**src/rtl/ccd_timing_gen.sv**
```systemverilog
// TCD1304-class linear CCD timing generator: master clock M, ICG/SH gates,
// electronic shutter pulses and per-pixel ADC strobes, all from one clock.
module ccd_timing_gen #(
  parameter int CLK_DIV    = 25,
  parameter int FRAME_CLKS = 1000000,
  parameter int ICG_START  = 5,
  parameter int ICG_WIDTH  = 375,
  parameter int SH_DELAY   = 30,
  parameter int SH_WIDTH   = 100,
  parameter int DUMMY_LEAD = 32,
  parameter int ACTIVE_PIX = 3648,
  parameter int SAMPLE_OFS = 100,
  parameter int CNT_W      = 20
) (
  input  logic             clk,
  input  logic             rst_n,
  input  logic             start,
  input  logic             stop,
  input  logic             single,
  input  logic [CNT_W-1:0] int_period,
  output logic             M,
  output logic             ICG,
  output logic             SH,
  output logic             frame_start,
  output logic             pix_valid,
  output logic [11:0]      pix_idx,
  output logic             line_done,
  output logic             busy
);

  localparam int PIX_CLKS = 8 * CLK_DIV;
  localparam int P0       = ICG_START + ICG_WIDTH + SAMPLE_OFS + DUMMY_LEAD * PIX_CLKS;
  localparam int E_LAST   = P0 + (ACTIVE_PIX - 1) * PIX_CLKS;
  localparam int DIV_W    = (CLK_DIV > 1) ? $clog2(CLK_DIV) : 1;
  localparam int PC_W     = $clog2(PIX_CLKS + 1);

  localparam logic [DIV_W-1:0] DIV_LAST = DIV_W'(CLK_DIV - 1);
  localparam logic [CNT_W-1:0] F_LAST   = CNT_W'(FRAME_CLKS - 1);
  localparam logic [CNT_W-1:0] F_CLKS   = CNT_W'(FRAME_CLKS);
  localparam logic [CNT_W-1:0] ICG_FALL = CNT_W'(ICG_START);
  localparam logic [CNT_W-1:0] ICG_RISE = CNT_W'(ICG_START + ICG_WIDTH);
  localparam logic [CNT_W-1:0] SH_AT    = CNT_W'(SH_DELAY);
  localparam logic [CNT_W-1:0] SH_HOLD  = CNT_W'(SH_WIDTH - 1);
  localparam logic [CNT_W-1:0] LS_MIN   = CNT_W'(2 * SH_WIDTH);
  localparam logic [CNT_W-1:0] SH_LATE  = CNT_W'(FRAME_CLKS - SH_WIDTH - 1);
  localparam logic [CNT_W-1:0] P0_AT    = CNT_W'(P0);
  localparam logic [CNT_W-1:0] DONE_AT  = CNT_W'(E_LAST + 1);
  localparam logic [PC_W-1:0]  PIX_PER  = PC_W'(PIX_CLKS);
  localparam logic [11:0]      IDX_PEN  = 12'(ACTIVE_PIX - 2);

  if (FRAME_CLKS % (2 * CLK_DIV) != 0) begin : g_chk_div
    $error("FRAME_CLKS must be a multiple of 2*CLK_DIV");
  end
  if (ICG_START >= SH_DELAY) begin : g_chk_sh_start
    $error("ICG_START must be less than SH_DELAY");
  end
  if (SH_DELAY + SH_WIDTH >= ICG_START + ICG_WIDTH) begin : g_chk_sh_end
    $error("transfer SH pulse must end inside ICG low");
  end
  if (FRAME_CLKS <= E_LAST + 1) begin : g_chk_frame
    $error("FRAME_CLKS too short for the pixel readout");
  end

  typedef enum logic [1:0] {IDLE, RUN, LAST} state_t;

  state_t           state;
  logic [CNT_W-1:0] fcnt;
  logic [DIV_W-1:0] div_cnt;
  logic [CNT_W-1:0] sh_cnt;
  logic [CNT_W-1:0] scnt;
  logic [CNT_W-1:0] ls;
  logic             shut_en;
  logic             single_l;
  logic             pix_on;
  logic [PC_W-1:0]  pcnt;

  // A latched period of 0 means the shutter is disabled for the frame.
  function automatic logic [CNT_W-1:0] calc_ls(input logic [CNT_W-1:0] p);
    if (p == '0 || p >= F_CLKS) return '0;
    if (p < LS_MIN) return LS_MIN;
    return p;
  endfunction

  always_ff @(posedge clk) begin
    if (!rst_n) begin
      state       <= IDLE;
      fcnt        <= '0;
      div_cnt     <= '0;
      sh_cnt      <= '0;
      scnt        <= '0;
      ls          <= '0;
      shut_en     <= 1'b0;
      single_l    <= 1'b0;
      pix_on      <= 1'b0;
      pcnt        <= '0;
      M           <= 1'b0;
      ICG         <= 1'b1;
      SH          <= 1'b0;
      frame_start <= 1'b0;
      pix_valid   <= 1'b0;
      pix_idx     <= '0;
      line_done   <= 1'b0;
      busy        <= 1'b0;
    end else begin
      if (div_cnt == DIV_LAST) begin
        div_cnt <= '0;
        M       <= ~M;
      end else begin
        div_cnt <= div_cnt + DIV_W'(1);
      end
      frame_start <= 1'b0;
      pix_valid   <= 1'b0;
      line_done   <= 1'b0;

      if (state == IDLE) begin
        fcnt    <= '0;
        ICG     <= 1'b1;
        SH      <= 1'b0;
        shut_en <= 1'b0;
        pix_on  <= 1'b0;
        // Restarting the divider here locks M phase to fcnt for every run.
        if (start) begin
          state       <= stop ? LAST : RUN;
          busy        <= 1'b1;
          frame_start <= 1'b1;
          ls          <= calc_ls(int_period);
          single_l    <= single;
          div_cnt     <= '0;
          M           <= 1'b0;
        end
      end else begin
        if (fcnt == ICG_FALL) ICG <= 1'b0;
        if (fcnt == ICG_RISE) ICG <= 1'b1;

        if (SH) begin
          if (sh_cnt == '0) SH <= 1'b0;
          else sh_cnt <= sh_cnt - CNT_W'(1);
        end

        // Shutter pulses late enough to overrun the frame end are dropped.
        if (fcnt == SH_AT) begin
          SH      <= 1'b1;
          sh_cnt  <= SH_HOLD;
          scnt    <= CNT_W'(1);
          shut_en <= (ls != '0);
        end else if (shut_en) begin
          if (scnt == ls) begin
            if (fcnt >= SH_LATE) begin
              shut_en <= 1'b0;
            end else begin
              SH     <= 1'b1;
              sh_cnt <= SH_HOLD;
              scnt   <= CNT_W'(1);
            end
          end else begin
            scnt <= scnt + CNT_W'(1);
          end
        end

        if (fcnt == P0_AT) begin
          pix_valid <= 1'b1;
          pix_idx   <= '0;
          pcnt      <= PC_W'(1);
          pix_on    <= (ACTIVE_PIX > 1);
        end else if (pix_on) begin
          if (pcnt == PIX_PER) begin
            pix_valid <= 1'b1;
            pix_idx   <= pix_idx + 12'd1;
            pcnt      <= PC_W'(1);
            if (pix_idx == IDX_PEN) pix_on <= 1'b0;
          end else begin
            pcnt <= pcnt + PC_W'(1);
          end
        end

        if (fcnt == DONE_AT) line_done <= 1'b1;

        if (fcnt == F_LAST) begin
          fcnt    <= '0;
          shut_en <= 1'b0;
          if (state == LAST || single_l || stop) begin
            state <= IDLE;
            busy  <= 1'b0;
          end else begin
            frame_start <= 1'b1;
            ls          <= calc_ls(int_period);
            single_l    <= single;
          end
        end else begin
          fcnt <= fcnt + CNT_W'(1);
          if (stop) state <= LAST;
        end
      end
    end
  end

endmodule

```
**config.mk**
```make
export PLATFORM = sky130hd
export DESIGN_NAME = ccd_timing_gen
export DESIGN_NICKNAME = d
export VERILOG_FILES = /design/src/rtl/ccd_timing_gen.sv
export SDC_FILE = /design/constraint.sdc
export NUM_CORES = 1
export LEC_CHECK = 0
export ABC_AREA = 1
export CORE_ASPECT_RATIO = 1.2
export CORE_UTILIZATION = 37
export DETAILED_ROUTE_END_ITERATION = 12
export PLACE_DENSITY_LB_ADDON = 0.3
export SYNTH_ARGS = -nofsm -noshare
export SYNTH_HDL_FRONTEND = slang
export SYNTH_SLANG_ARGS = --single-unit
```
**constraint.sdc**
```tcl
create_clock -name clk -period 4.67 [get_ports clk]
set_input_delay 0.934 -clock clk [delete_from_list [all_inputs] [get_ports clk]]
set_output_delay 0.934 -clock clk [all_outputs]
set_load 0.02 [all_outputs]
```
# == Word-level counts from Yosys, hierarchy flattened ==
# Index checks and enable logic that the tools add are counted.
# totals
regBits,117
latch_bits,0
ramBits,0
romBits,0
in_bits,25
out_inout_bits,19
memories,0
# op_classes
add_sub_neg,6
multipliers,0
div_mod_pow,0
order_cmp,3
eq_ne,15
shifts,0
muxes,86
bitwise_logic,3
n_reduce_logical,22
# op_table
cell,n
2-to-1 mux 20 bit,20
2-to-1 mux 1 bit,51
adder 20 x 1 -> 20 bit (second input constant),2
== test 20 bit (second input constant),2
>= comparator 20 bit (second input constant),2
logical NOT 20 bit,2
2-to-1 mux 12 bit,3
2-to-1 mux 8 bit,3
== test 20 x 13 -> 1 bit (second input constant),1
== test 20 bit,1
== test 20 x 3 -> 1 bit (second input constant),1
== test 20 x 5 -> 1 bit (second input constant),1
== test 20 x 9 -> 1 bit (second input constant),1
< comparator 20 x 8 -> 1 bit (second input constant),1
nonzero test 20 bit,1
subtractor 20 x 1 -> 20 bit (second input constant),1
2-to-1 mux 5 bit,3
AND reduction 3 bit,5
adder 12 x 1 -> 12 bit (second input constant),1
== test 12 bit (second input constant),1
2-to-1 mux 2 bit,6
nonzero test 2 bit,5
adder 8 x 1 -> 8 bit (second input constant),1
== test 8 bit (second input constant),1
13 further kinds,19

# == Longest topological paths before layout ==
# logic_depth
depth_word,17
ltp_mapped,15
depth_no_buf,13

# == Least setup slack after synthesis ==
# Ideal clock, no wire load.
# synth_timing
kind,input to register
startpoint,input port int_period[19]
endpoint,register ls[0]
setup_time_ps,132
t_arrival_ps,2071
setup_slack_ps,2467
path_stages,8
path_buffers,1
path_cell_list,or2_2 > nor3b_1 > nand3_1 > nor2_1 > nor2_1 > clkbuf_1 > nand3b_1 > a21oi_1
# synth_via
elab_chain_cells,12
# synth_lines
item,line_no,rtl
from (decl),20,"input logic [CNT_W-1:0] int_period,"
< comparator 20 x 8 -> 1 bit,80,if (p < LS_MIN) return LS_MIN;
2-to-1 mux 1 bit (2 in a row),80,
2-to-1 mux 1 bit,181,if (state == LAST || single_l || stop) begin
2-to-1 mux 1 bit,178,if (fcnt == F_LAST) begin
2-to-1 mux 1 bit,115,if (state == IDLE) begin
2-to-1 mux 1 bit,85,if (!rst_n) begin
2-to-1 mux 20 bit,81,return p;
2-to-1 mux 20 bit,80,
2-to-1 mux 20 bit,181,
2-to-1 mux 20 bit,178,
2-to-1 mux 20 bit (*),115,
to (signal assigned),126,ls <= calc_ls(int_period);
to (signal assigned),186,ls <= calc_ls(int_period);
to (decl),71,logic [CNT_W-1:0] ls;
# Mark *: on every way between the ends. The rest lies on a longest branch, timed or not. The select of a mux whose other input is x is not followed.
# A chain may end at the register's enable or synchronous reset.

# == Worst setup path after layout ==
# layout_timing
startpoint,input port rst_n
endpoint,register fcnt[11]
# layout_via
elab_chain_cells,2
# layout_lines
item,line_no,rtl
from (decl),16,"input logic rst_n,"
NOT 1 bit (no source line),n/a,
OR reduction 3 bit (no source line),n/a,
to (signal assigned),190,fcnt <= fcnt + CNT_W'(1);
to (decl),67,logic [CNT_W-1:0] fcnt;
# Every way passes these cells.

==> summary.txt <==
Run status
  – Status: complete, no violations

Clocking
  – CTS max path bufs: 2
  – Clock Tree Root: clkbuf_16
  – Clock latency on the worst-skew pair: 420 ps
  – Reg clk slew, reported paths: 60 ps
  – CTS sink cnt: 117
  – CTS tree: yes
  – Post-CTS Resized: 0
  – Htree depth: 4
  – Hold Buf Count CTS: 0
  – TritonCTS Buffers: 17
  – Postcts setup bufs: 0

Setup path
  – Endpoint type of the worst setup path: register
  – Setup CP Type: primary input to register
  – Delay of the slowest cell on the worst path: 460 ps
  – Worst path required time: 5010 ps
  – Crit path max-delay family: buffers and inverters
  – R2R depth: 10
  – Crit path depth: 8
  – Reg2Reg Setup Slack: 1950 ps
  – Crit start category: primary input
  – Worst Path Buf+Inv: 4
  – Crit-path cells: clkdlybuf4s50_1, buf_4, inv_2, nor2_1, nand2_1, inv_1, o21ai_0, a211oi_1
  – CP max-delay cell: clkdlybuf4s50_1
  – Worst r2r src: state[0]
  – R2r endpoint: ls[10]
  – WP data arrival: 3080 ps
  – Worst Path Max Fanout: 28

STA
  – Setup violations, final: 0
  – Max Clk Rate: 365 MHz
  – Tmin final: 2740 ps
  – Hold Violations, Final: 0
  – Relative slew slack: 0.581
  – Skew final: 6.99 ps
  – Least-Margin Pin Slew: 628 ps
  – Final TNS setup: 0 ps
  – Period utilisation layout: 0.586
  – Final Max Slew Viols: 0
  – Final setup margin: 1930 ps
  – RSZ-0062 raised after global routing: false

Die
  – DIE HEIGHT: 157 µm
  – Die W: 131 µm
  – Boundary Pins: 44
  – Initial Util: 0.379
  – Die area: 20600 µm²
  – # rows: 56
  – Core Region: 19500 µm²

Routing
  – Pre-antenna DRT Iters: 4
  – Post-DRT Antenna Nets: 0
  – # DRC: 0
  – Via/cell ratio: 4.99
  – DRT iter0 DRCs: 438
  – Wirelength per Cell: 12.8 µm
  – Via count: 7287
  – Total wire length: 18700 µm

Logic synthesis
  – Synth Flop Type: dfxtp_1
  – Yosys cell types: 44
  – Async set-reset flop share out of synthesis: 0
  – Netlist Area Pre-Place: 7410 µm²
  – Yosys reg bits: 117
  – Synthesis Warnings: 0
  – Post-Synthesis Cells: 1156
  – Mean area per synthesized cell: 6.41 µm²
  – Sequential share of the synthesized area: 0.316
  – Synth Net Count: 1194
  – Number of synthesized flops with an enable pin: 0

Placement
  – Post-place setup slack: 1440 ps
  – Post-DP HPWL: 13500 µm
  – Port-buffer cells: 43
  – Gpl congestion: 0.872

GRT
  – Total grt overflow: 0
  – First-pass GRT wire length: 32400 µm
  – GRT Resource Usage Total: 0.193
  – Layer carrying the most global-route usage: met2
  – Grt met1 use: 0.237
  – Met3 Usage GRT: 0.0319
  – Largest net degree at the start of global routing: 56
  – Routing usage on met2: 0.334
  – Vias in the first global route: 6804
  – Antenna violations before repair: 0

Power
  – Leak: 0.00349 µW
  – Pwr dens: 321 nW/µm²
  – Final total power: 2770 µW
  – Max VDD drop: 0.256 mV

Cells and area
  – Share of cells above drive strength 1: 0.0750
  – Most frequent cells in the layout: nand2_1 (268), nor2_1 (154), inv_1 (142), nand3_1 (124), dfxtp_1 (117)
  – Nets@finish: 1225
  – # diodes: 0
  – Area growth syn-to-layout: 16.4%
  – Commonest non-fill, non-tap cell in the layout: nand2_1

Worst hold path
  – Worst hold-check path type: register to register
  – Worst hold path endpoint: div_cnt[0]
  – HP Start: div_cnt[0]
  – Hold path cells: 1

Job
  – # Max-Cap Violations: 0
## routing by layer
layer,share of wire,routed length (µm)
met5,0,0
met4,0.020,379
met3,0.037,694
met2,0.47,8860
met1,0.47,8770
## Yosys cell counts (2+ instances only)
| library cell | count | area [µm²] |
|---|---|---|
| dfxtp_1 | 117 | 2340 |
| o21ai_0 | 28 | 140 |
| xnor2_1 | 12 | 105 |
| nand4_1 | 30 | 188 |
| nor2_4 | 2 | 22.5 |
| inv_2 | 8 | 30.0 |
| clkbuf_1 | 14 | 52.6 |
| o211ai_1 | 2 | 15.0 |
| nor3b_1 | 2 | 15.0 |
| a21oi_2 | 2 | 17.5 |
| nand2_2 | 7 | 43.8 |
| inv_1 | 143 | 537 |
| or2_2 | 3 | 18.8 |
| nand2_1 | 268 | 1010 |
| buf_6 | 2 | 22.5 |
| nor4_1 | 11 | 68.8 |
| o21ai_1 | 2 | 10.0 |
| nand2_4 | 3 | 33.8 |
| nor3_1 | 22 | 110 |
| o21bai_1 | 2 | 15.0 |
| a21oi_1 | 84 | 420 |
| nand3b_1 | 15 | 113 |
| nand3_2 | 13 | 130 |
| buf_4 | 6 | 45.0 |
| a211oi_1 | 3 | 22.5 |
| buf_2 | 12 | 60.1 |
| nand3_1 | 124 | 621 |
| nor3_4 | 3 | 48.8 |
| xor2_1 | 29 | 254 |
| ha_1 | 13 | 163 |
| nor2_2 | 8 | 50.1 |
| nor2_1 | 154 | 578 |
## registers in the layout (all words and copies together) (netlist names), 2 cells and up
signal and flops:
ls 20, div_cnt 5, pix_idx 12, sh_cnt 20, pcnt 8, scnt 20
fcnt 20, state 2
## kinds of logic (layout without fill, tap and decap cells)
logic type / count (synthesis) / in the layout / synth area share
buf+inv: 188 / 232 / 0.104
compound gates: 128 / 128 / 0.0931
simple gates: 669 / 669 / 0.416
fa+ha+maj: 13 / 13 / 0.0220
flops: 117 / 117 / 0.316
xor+xnor: 41 / 41 / 0.0485
## cell type report
cell class              count  area [µm²]
clock buffers              23         498
clock inverters             9         123
fillers                  2027       10900
inverters                 151         567
multi-input cells         851        4300
flip-flops and latches    117        2340
well taps                 261         327
repair buffers             49         475
## through the flow
step | cells | hold WS (ps) | utilization | area [µm²]
5_1_grt | 1461 | 479 | 0.441 | 8630
3_3_place_gp | 1429 | 445 | 0.410 | 8010
6_report | 1461 | 456 | 0.441 | 8630
2_1_floorplan | 1156 | 430 | - | 7410
4_1_cts | 1461 | 461 | 0.441 | 8630
3_5_place_dp | 1429 | 449 | 0.410 | 8010
## worst max-delay path by stage
| stage | start | endpoint | slack [ps] |
|---|---|---|---|
| final | rst_n | fcnt[11] | 1930 |
| after global routing | state[1] | ls[11] | 1530 |
| after CTS | rst_n | fcnt[11] | 1900 |
| after detailed placement | rst_n | fcnt[11] | 1440 |
| after global placement | rst_n | fcnt[11] | 1560 |
| after floorplan | int_period[19] | ls[0] | 2470 |
## power by group
part | switching [µW] | internal [µW]
clock network | 465 | 904
registers | 26.0 | 1030
logic | 234 | 115
total | 725 | 2050
Note: power is estimated with default switching activity, not from simulation.
